===== src/rtl/mem_arbiter_pkg.sv =====
// rtl/mem_arbiter_pkg.sv - shared encodings for the unified memory-port arbiter
package mem_arbiter_pkg;
  localparam logic [1:0] ST_IDLE  = 2'd0;
  localparam logic [1:0] ST_ISSUE = 2'd1;
  localparam logic [1:0] ST_WAIT  = 2'd2;
  localparam logic [1:0] ST_RESP  = 2'd3;

  localparam logic OWN_IMEM = 1'b0;
  localparam logic OWN_DMEM = 1'b1;

  localparam logic [3:0] MASK_FULL = 4'b1111;
endpackage


===== src/rtl/mem_arb_pick.sv =====
// rtl/mem_arb_pick.sv - winner selection: data first, fetch once the data streak hits its limit
module mem_arb_pick (
  input  logic imem_pend,
  input  logic dmem_pend,
  input  logic streak_lim,
  output logic grant_i,
  output logic grant_d
);
  assign grant_d = dmem_pend & ~(imem_pend & streak_lim);
  assign grant_i = imem_pend & ~grant_d;
endmodule


===== src/rtl/mem_arbiter.sv =====
// rtl/mem_arbiter.sv - one-outstanding arbiter sharing a variable-latency memory port between fetch and data
module mem_arbiter
  import mem_arbiter_pkg::*;
#(
  parameter int DATA_STREAK_MAX = 4
) (
  input  logic        i_clk,
  input  logic        i_rst,
  input  logic        i_imem_req,
  input  logic [31:0] i_imem_addr,
  output logic        o_imem_ready,
  output logic        o_imem_valid,
  output logic [31:0] o_imem_rdata,
  input  logic        i_dmem_ren,
  input  logic        i_dmem_wen,
  input  logic [31:0] i_dmem_addr,
  input  logic [31:0] i_dmem_wdata,
  input  logic [3:0]  i_dmem_mask,
  output logic        o_dmem_ready,
  output logic        o_dmem_valid,
  output logic [31:0] o_dmem_rdata,
  output logic        o_mem_req,
  input  logic        i_mem_ready,
  output logic [31:0] o_mem_addr,
  output logic        o_mem_ren,
  output logic        o_mem_wen,
  output logic [31:0] o_mem_wdata,
  output logic [3:0]  o_mem_mask,
  input  logic        i_mem_valid,
  input  logic [31:0] i_mem_rdata
);
  logic [1:0]  state, state_nxt;
  logic [2:0]  streak;
  logic        own_q, ren_q, wen_q;
  logic [31:0] addr_q, wdata_q, imem_rdata_q, dmem_rdata_q;
  logic [3:0]  mask_q;
  logic        dmem_pend, streak_lim, grant_i, grant_d, accept;
  logic        unused_addr_lsb;

  // Both ren and wen high is malformed and never counts as a pending request.
  assign dmem_pend       = i_dmem_ren ^ i_dmem_wen;
  assign streak_lim      = (streak == 3'(DATA_STREAK_MAX));
  assign accept          = (state == ST_IDLE) & ~i_rst & (grant_i | grant_d);
  assign unused_addr_lsb = ^{i_imem_addr[1:0], i_dmem_addr[1:0]};

  mem_arb_pick u_pick (
    .imem_pend  (i_imem_req),
    .dmem_pend  (dmem_pend),
    .streak_lim (streak_lim),
    .grant_i    (grant_i),
    .grant_d    (grant_d)
  );

  always_ff @(posedge i_clk) begin
    if (i_rst) state <= ST_IDLE;
    else       state <= state_nxt;
  end

  always_comb begin
    state_nxt = state;
    case (state)
      ST_IDLE:  if (accept)      state_nxt = ST_ISSUE;
      ST_ISSUE: if (i_mem_ready) state_nxt = ST_WAIT;
      ST_WAIT:  if (i_mem_valid) state_nxt = ST_RESP;
      default:                   state_nxt = ST_IDLE;
    endcase
  end

  always_ff @(posedge i_clk) begin
    if (i_rst) begin
      streak       <= 3'd0;
      own_q        <= OWN_IMEM;
      ren_q        <= 1'b0;
      wen_q        <= 1'b0;
      addr_q       <= 32'h0;
      wdata_q      <= 32'h0;
      mask_q       <= 4'h0;
      imem_rdata_q <= 32'h0;
      dmem_rdata_q <= 32'h0;
    end else begin
      if (accept && grant_i) begin
        streak  <= 3'd0;
        own_q   <= OWN_IMEM;
        addr_q  <= {i_imem_addr[31:2], 2'b00};
        ren_q   <= 1'b1;
        wen_q   <= 1'b0;
        wdata_q <= 32'h0;
        mask_q  <= MASK_FULL;
      end else if (accept) begin
        if (i_imem_req && !streak_lim) streak <= streak + 3'd1;
        own_q   <= OWN_DMEM;
        addr_q  <= {i_dmem_addr[31:2], 2'b00};
        ren_q   <= i_dmem_ren;
        wen_q   <= i_dmem_wen;
        wdata_q <= i_dmem_wdata;
        mask_q  <= i_dmem_mask;
      end
      if (state == ST_WAIT && i_mem_valid) begin
        if (own_q == OWN_IMEM) imem_rdata_q <= i_mem_rdata;
        else                   dmem_rdata_q <= wen_q ? 32'h0 : i_mem_rdata;
      end
    end
  end

  always_comb begin
    o_imem_ready = accept & grant_i;
    o_dmem_ready = accept & grant_d;
    o_mem_req    = (state == ST_ISSUE);
    o_mem_ren    = o_mem_req & ren_q;
    o_mem_wen    = o_mem_req & wen_q;
    o_mem_addr   = addr_q;
    o_mem_wdata  = wdata_q;
    o_mem_mask   = mask_q;
    o_imem_valid = (state == ST_RESP) & (own_q == OWN_IMEM);
    o_dmem_valid = (state == ST_RESP) & (own_q == OWN_DMEM);
    o_imem_rdata = imem_rdata_q;
    o_dmem_rdata = dmem_rdata_q;
  end
endmodule

===== config.mk =====
export PLATFORM = sky130hd
export DESIGN_NAME = mem_arbiter
export DESIGN_NICKNAME = d
export VERILOG_FILES = /design/src/rtl/mem_arbiter_pkg.sv /design/src/rtl/mem_arb_pick.sv /design/src/rtl/mem_arbiter.sv
export SDC_FILE = /design/constraint.sdc
export NUM_CORES = 1
export LEC_CHECK = 0
export ABC_AREA = 1
export CAP_MARGIN = 30
export CORE_ASPECT_RATIO = 0.9
export CORE_MARGIN = 2
export CORE_UTILIZATION = 44
export DETAILED_ROUTE_END_ITERATION = 8
export HOLD_SLACK_MARGIN = 0.08
export MAX_ROUTING_LAYER = met4
export PLACE_DENSITY = 0.85
export SKIP_LAST_GASP = 1
export SYNTH_ARGS = -nofsm -noshare
export SYNTH_HDL_FRONTEND = slang
export SYNTH_SLANG_ARGS = --single-unit
export TNS_END_PERCENT = 1

===== constraint.sdc =====
create_clock -name i_clk -period 4.6 [get_ports i_clk]
set_clock_uncertainty 0.15 [all_clocks]
set_input_delay 0.92 -clock i_clk [delete_from_list [all_inputs] [get_ports i_clk]]
set_output_delay 0.92 -clock i_clk [all_outputs]
set_load 0.05 [all_outputs]

==> flow_metrics.env, run 1 <==
export IMPL_cellPowerDensity_mw_per_mm2=553.5
export IMPL_rsz0062_at_grt="no"
export IMPL_multi_input_area_mm2=0.002609
export IMPL_startpoint_type="input pin"
export IMPL_setup_viol=0
export IMPL_avgRoutedWirePerCell_um=14.62
export IMPL_cts_tree="built"
export IMPL_clk_latency_ps=420
export IMPL_core_area_mm2=0.01316
export IMPL_die_y_um=113.5
export IMPL_ctsResizeCount=0
export IMPL_firstDrtPassIters=5
export IMPL_cts_hold_buffers_added=0
export IMPL_synth_area_per_cell_um2=7.423
export IMPL_post_cts_buffers=0
export IMPL_path_class="input pin to output port"
export IMPL_synth_cell_type_count=24
export IMPL_ant_nets=0
export IMPL_crit_chain="clkdlybuf4s50_1 -> inv_1 -> nand2_1 -> nand2_1 -> a21oi_2 -> nand2_4 -> inv_1 -> buf_12"
export IMPL_ys_ff_latch=138
export IMPL_cts_max_level=4
export IMPL_power_leakage_nw=3.918
export IMPL_drive_gt1_share_pct=7.531
export IMPL_viasPerCell=4.996
export IMPL_diodes=0
export IMPL_n_fill_cell=1071
export IMPL_crit_family="buffers and inverters"
export IMPL_slew_violations=0
export IMPL_relSlewSlack_pct=51.50
export IMPL_grt_max_degree=70
export IMPL_drv_cap=0
export IMPL_rows=40
export IMPL_syn_inst=790
export IMPL_seqCellArea_mm2=0.002763
export IMPL_path_max_fanout=6
export IMPL_place_congestion=0.7799
export IMPL_fin_nets=1182
export IMPL_fp_dieW_um=125.7
export IMPL_hpwlAfterDp_mm=12.06
export IMPL_drc_errors=0
export IMPL_grtUsageTotal_pct=25.47
export IMPL_cts_num_sinks=138
export IMPL_slowest_delay_ps=500
export IMPL_dieArea_mm2=0.01427
export IMPL_period_needed_ps=3322
export IMPL_finalPower_mw=5.152
export IMPL_vias=6080
export IMPL_hold_ws_ps=309.7
export IMPL_post_route_period_util_pct=72.22
export IMPL_wl_mm=17.79
export IMPL_grt_overflow=0
export IMPL_arrival_ps=2250
export IMPL_max_freq_mhz=301.0
export IMPL_drt_iter0_markers=360
export IMPL_dp_cells=1186
export IMPL_synth_area_mm2=0.005864
export IMPL_io_pins=278
export IMPL_numPortBuffers=271
export IMPL_cpMaxStageDelayCell="clkdlybuf4s50_1"
export IMPL_clock_root_buffer="clkbuf_16"
export IMPL_clk_path_buf_depth=2
export IMPL_critPathCaptureType="output port"
export IMPL_final_setup_tns_ps=0
export IMPL_grt_first_pass_wirelength_mm=28.30
export IMPL_ys_seq_area_share_pct=47.11
export IMPL_worst_pin_slew_ps=727.6
export IMPL_hp_class="register to register"
export IMPL_grt_pass1_vias=5746
export IMPL_cts_buffers=17
export IMPL_hold_viol_final=0
export IMPL_path_clk_slew_ps=50
export IMPL_ir_drop_uv=308.1
export IMPL_layout_common_cells="269 x clkdlybuf4s50_1, 241 x nand2_1, 138 x dfxtp_1"
export IMPL_critPathRequiredTime_ps=3530
export IMPL_fin_cells=1217
export IMPL_status="finished clean"
export IMPL_antenna_found_initial=0
export IMPL_ys_warn_count=0
export IMPL_initial_core_util_pct=44.55
export IMPL_critical_path_buf_inv_count=4
export IMPL_mostFrequentLayoutCell="clkdlybuf4s50_1"
export IMPL_area_delta_synth_final_pct=58.72
## final cells by class
class | count | area share, %
clock buffers | 20 | 4.799
clock inverters | 11 | 2.097
flip-flops and latches | 138 | 29.68
well taps | 168 | 2.258
multi-input cells | 543 | 28.03
inverters | 55 | 2.245
repair buffers | 282 | 30.89
## worst reg2reg max path, stage by stage (launching register included)
cell     delay [ps]
dfxtp_1         380
inv_1            80
ha_1            240
inv_1           200
nor2_8           60
nand2_4         100
buf_4           580
nand2_1         260
a21oi_1         190
nor2_1           60
## synthesized netlist by cell type
| cell | count | share of area, % |
|---|---|---|
| a21oi_2 | 27 | 4.0 |
| buf_2 | 11 | 0.94 |
| nor3_1 | 2 | 0.17 |
| nand2_4 | 3 | 0.58 |
| o21ai_0 | 35 | 3.0 |
| a21oi_1 | 43 | 3.7 |
| conb_1 | 1 | 0.064 |
| buf_6 | 7 | 1.3 |
| buf_4 | 6 | 0.77 |
| inv_1 | 52 | 3.3 |
| nor2_1 | 75 | 4.8 |
| inv_2 | 2 | 0.13 |
| dfxtp_1 | 138 | 47 |
| nor2_8 | 1 | 0.34 |
| nand2_1 | 241 | 15 |
| buf_1 | 4 | 0.26 |
| ha_1 | 6 | 1.3 |
| inv_4 | 1 | 0.11 |
| xor2_1 | 2 | 0.30 |
| nand3_1 | 72 | 6.1 |
| nand3b_1 | 32 | 4.1 |
| nand3_4 | 1 | 0.30 |
| o22ai_1 | 1 | 0.11 |
| clkbuf_1 | 27 | 1.7 |
## final timing paths
check	slack (ps)	depth (start not counted)	from	end
worst max-delay path	1280	8	i_dmem_ren	o_imem_ready
worst min-delay path	310	2	o_mem_wdata[18]$_SDFFE_PP0P_	o_mem_wdata[18]$_SDFFE_PP0P_
worst max register to register	2220	9	state[0]$_SDFFE_PP0P_	state[1]$_SDFFE_PP0P_
worst min register to register	310	2	o_mem_wdata[18]$_SDFFE_PP0P_	o_mem_wdata[18]$_SDFFE_PP0P_
## flip-flops by register name, summed over array words and instances (netlist names), 2 cells and up
signal        cells
o_mem_mask        4
o_imem_rdata     32
o_dmem_rdata     32
o_mem_addr       30
streak            3
state             2
o_mem_wdata      32
## layer usage
layer	global-route usage, %	routed length (µm)	vias up
met5	-	0	-
met4	9.852	416	0
met3	6.801	1266	33
met2	42.41	8557	254
met1	29.53	7550	2794
li1	-	-	2999
## where the power goes
part	leakage [nW]	total [mW]	switching, mW	internal, mW
clock network	0.302	1.49	0.516	0.973
registers	1.13	1.54	0.116	1.43
logic	2.49	2.12	1.41	0.710
total	3.92	5.15	2.04	3.11
## through the flow
step | setup slack (ps) | utilization [%] | cell area [µm²]
2_1_floorplan | 1366 | - | 5868
3_3_place_gp | 1065 | 65.21 | 8583
3_5_place_dp | 1258 | 65.84 | 8666
4_1_cts | 1253 | 70.71 | 9308
5_1_grt | 1155 | 70.71 | 9308
6_report | 1278 | 70.71 | 9308
## cell families (layout without fill, tap and decap cells)
logic type               Yosys count  in the layout  share of synthesized area (%)
AO/OA/AOI/OAI                    106            106                          10.80
XOR/XNOR                           2              2                         0.2988
adder cells (fa/ha/maj)            6              6                          1.280
buffers and inverters            110            368                          8.598
flip-flops                       138            138                          47.11
other                              1              2                        0.06395
AND/OR/NAND/NOR                  427            427                          31.85
Power figures use the tool's default switching activity.
==> run 2, diff against run 1 <==
CORE_UTILIZATION = 41   (was 44)
PLACE_DENSITY = 0.8   (was 0.85)
clock period = 3.5 ns   (was 4.6 ns; I/O delays follow)
==> flow_metrics.env, run 2 (same netlist as run 1, synthesis figures left out) <==
export IMPL_drv_cap=0
export IMPL_hold_ws_ps=311.1
export IMPL_drt_iter0_markers=357
export IMPL_hold_end="o_mem_wdata[19]$_SDFFE_PP0P_"
export IMPL_arrival_ps=2170
export IMPL_setup_viol=0
export IMPL_fin_cells=1244
export IMPL_hp_class="register to register"
export IMPL_period_needed_ps=3023
export IMPL_cts_tree="built"
export IMPL_layout_common_cells="269 x clkdlybuf4s50_1, 241 x nand2_1, 138 x dfxtp_1"
export IMPL_post_cts_buffers=0
export IMPL_clk_path_buf_depth=2
export IMPL_antenna_found_initial=0
export IMPL_diodes=0
export IMPL_dp_cells=1212
export IMPL_holdCritStartpoint="o_mem_wdata[19]$_SDFFE_PP0P_"
export IMPL_critPathCaptureType="output port"
export IMPL_post_route_period_util_pct=86.38
export IMPL_max_freq_mhz=330.8
export IMPL_status="finished clean"
export IMPL_viasPerCell=4.748
export IMPL_cts_hold_buffers_added=0
export IMPL_pre_cts_ws_ps=460.4
export IMPL_core_area_mm2=0.01400
export IMPL_fin_util_pct=66.44
export IMPL_crit_chain="clkdlybuf4s50_1 -> inv_2 -> nand3_4 -> nand2_4 -> inv_4 -> nand2_4 -> inv_1 -> buf_12"
export IMPL_area_delta_synth_final_pct=58.67
export IMPL_post_route_cell_area_mm2=0.009305
export IMPL_wl_mm=17.77
export IMPL_cpMaxStageDelayCell="clkdlybuf4s50_1"
export IMPL_place_congestion=0.8227
export IMPL_io_pins=278
export IMPL_slowest_delay_ps=640
export IMPL_reg2reg_to="state[1]$_SDFFE_PP0P_"
export IMPL_startpoint_type="input pin"
export IMPL_path_clk_slew_ps=60
export IMPL_crit_path_frequent_cell="nand2_4"
export IMPL_cellPowerDensity_mw_per_mm2=715.6
export IMPL_cts_num_sinks=138
export IMPL_hold_viol_final=0
export IMPL_slew_violations=0
export IMPL_crit_family="buffers and inverters"
export IMPL_critPathRequiredTime_ps=2650
export IMPL_path_max_fanout=18
export IMPL_clock_root_buffer="clkbuf_16"
export IMPL_drive_gt1_share_pct=7.897
export IMPL_final_setup_tns_ps=0
export IMPL_clk_latency_ps=420
export IMPL_dieArea_mm2=0.01528
export IMPL_holdPathStages=2
export IMPL_drc_errors=0
export IMPL_grt_pass1_vias=5595
export IMPL_die_y_um=117.5
export IMPL_cts_buffers=17
export IMPL_grt_overflow=0
export IMPL_avgRoutedWirePerCell_um=14.28
export IMPL_relSlewSlack_pct=54.87
export IMPL_power_leakage_nw=3.916
export IMPL_fin_nets=1183
export IMPL_grtUsageTotal_pct=23.85
export IMPL_r2r_cells=9
export IMPL_grt_first_pass_wirelength_mm=27.99
export IMPL_reg2reg_from="state[0]$_SDFFE_PP0P_"
export IMPL_initial_core_util_pct=41.87
export IMPL_rows=41
export IMPL_place_area_mm2=0.008697
export IMPL_worst_slack_ps=476.6
export IMPL_vias=5906
export IMPL_worst_pin_slew_ps=677.0
export IMPL_critical_path_buf_inv_count=5
export IMPL_grt_max_degree=66
export IMPL_fp_dieW_um=130.1
export IMPL_cts_max_level=4
export IMPL_ctsResizeCount=0
export IMPL_mostFrequentLayoutCell="clkdlybuf4s50_1"
export IMPL_ant_nets=0
export IMPL_firstDrtPassIters=5
export IMPL_rsz0062_at_grt="no"
export IMPL_numPortBuffers=271
export IMPL_finalPower_mw=6.658
export IMPL_ir_drop_uv=507.0
export IMPL_hpwlAfterDp_mm=12.23
export IMPL_path_class="input pin to output port"
export IMPL_rrSetupSlack_ps=1110
-- run 2: final cells by class --
class	count	area, µm²
fillers	1178	4700
repair buffers	283	2875
flip-flops and latches	138	2763
multi-input cells	543	2609
clock buffers	18	439.2
well taps	193	241.5
inverters	55	209.0
clock inverters	14	168.9
-- run 2: how the worst max path moves through the flow --
| stage | startpoint | end | slack (ps) | depth (start not counted) |
|---|---|---|---|---|
| after floorplan | i_rst | o_dmem_ready | 710 | 5 |
| after CTS | i_imem_req | o_imem_ready | 450 | 8 |
| after global routing | i_imem_req | o_imem_ready | 340 | 8 |
| final | i_imem_req | o_imem_ready | 480 | 8 |
| after detailed placement | i_imem_req | o_imem_ready | 460 | 8 |
| after global placement | i_imem_req | o_imem_ready | 470 | 8 |
-- run 2: worst min-delay path: stages (launching register included) --
cell and delay, ps:
dfxtp_1 310, nand2_1 60, a21oi_1 50
-- run 2: per-layer routing --
metal  wire length [µm]  vias to the layer above  share of wire, %  global-route usage [%]
met5                  0                        -                 0                       -
met4                327                        0               1.8                   7.527
met3               1702                       28               9.6                   8.409
met2               8450                      243                48                   38.97
met1               7288                     2626                41                   27.31
li1                   -                     3009                 -                       -
-- run 2: report_power, final --
part           leakage, nW  internal, mW  switching [mW]
Combinational         2.49         0.931            1.85
Clock                0.297          1.14           0.703
Sequential            1.13          1.87           0.155
Total                 3.92          3.95            2.71
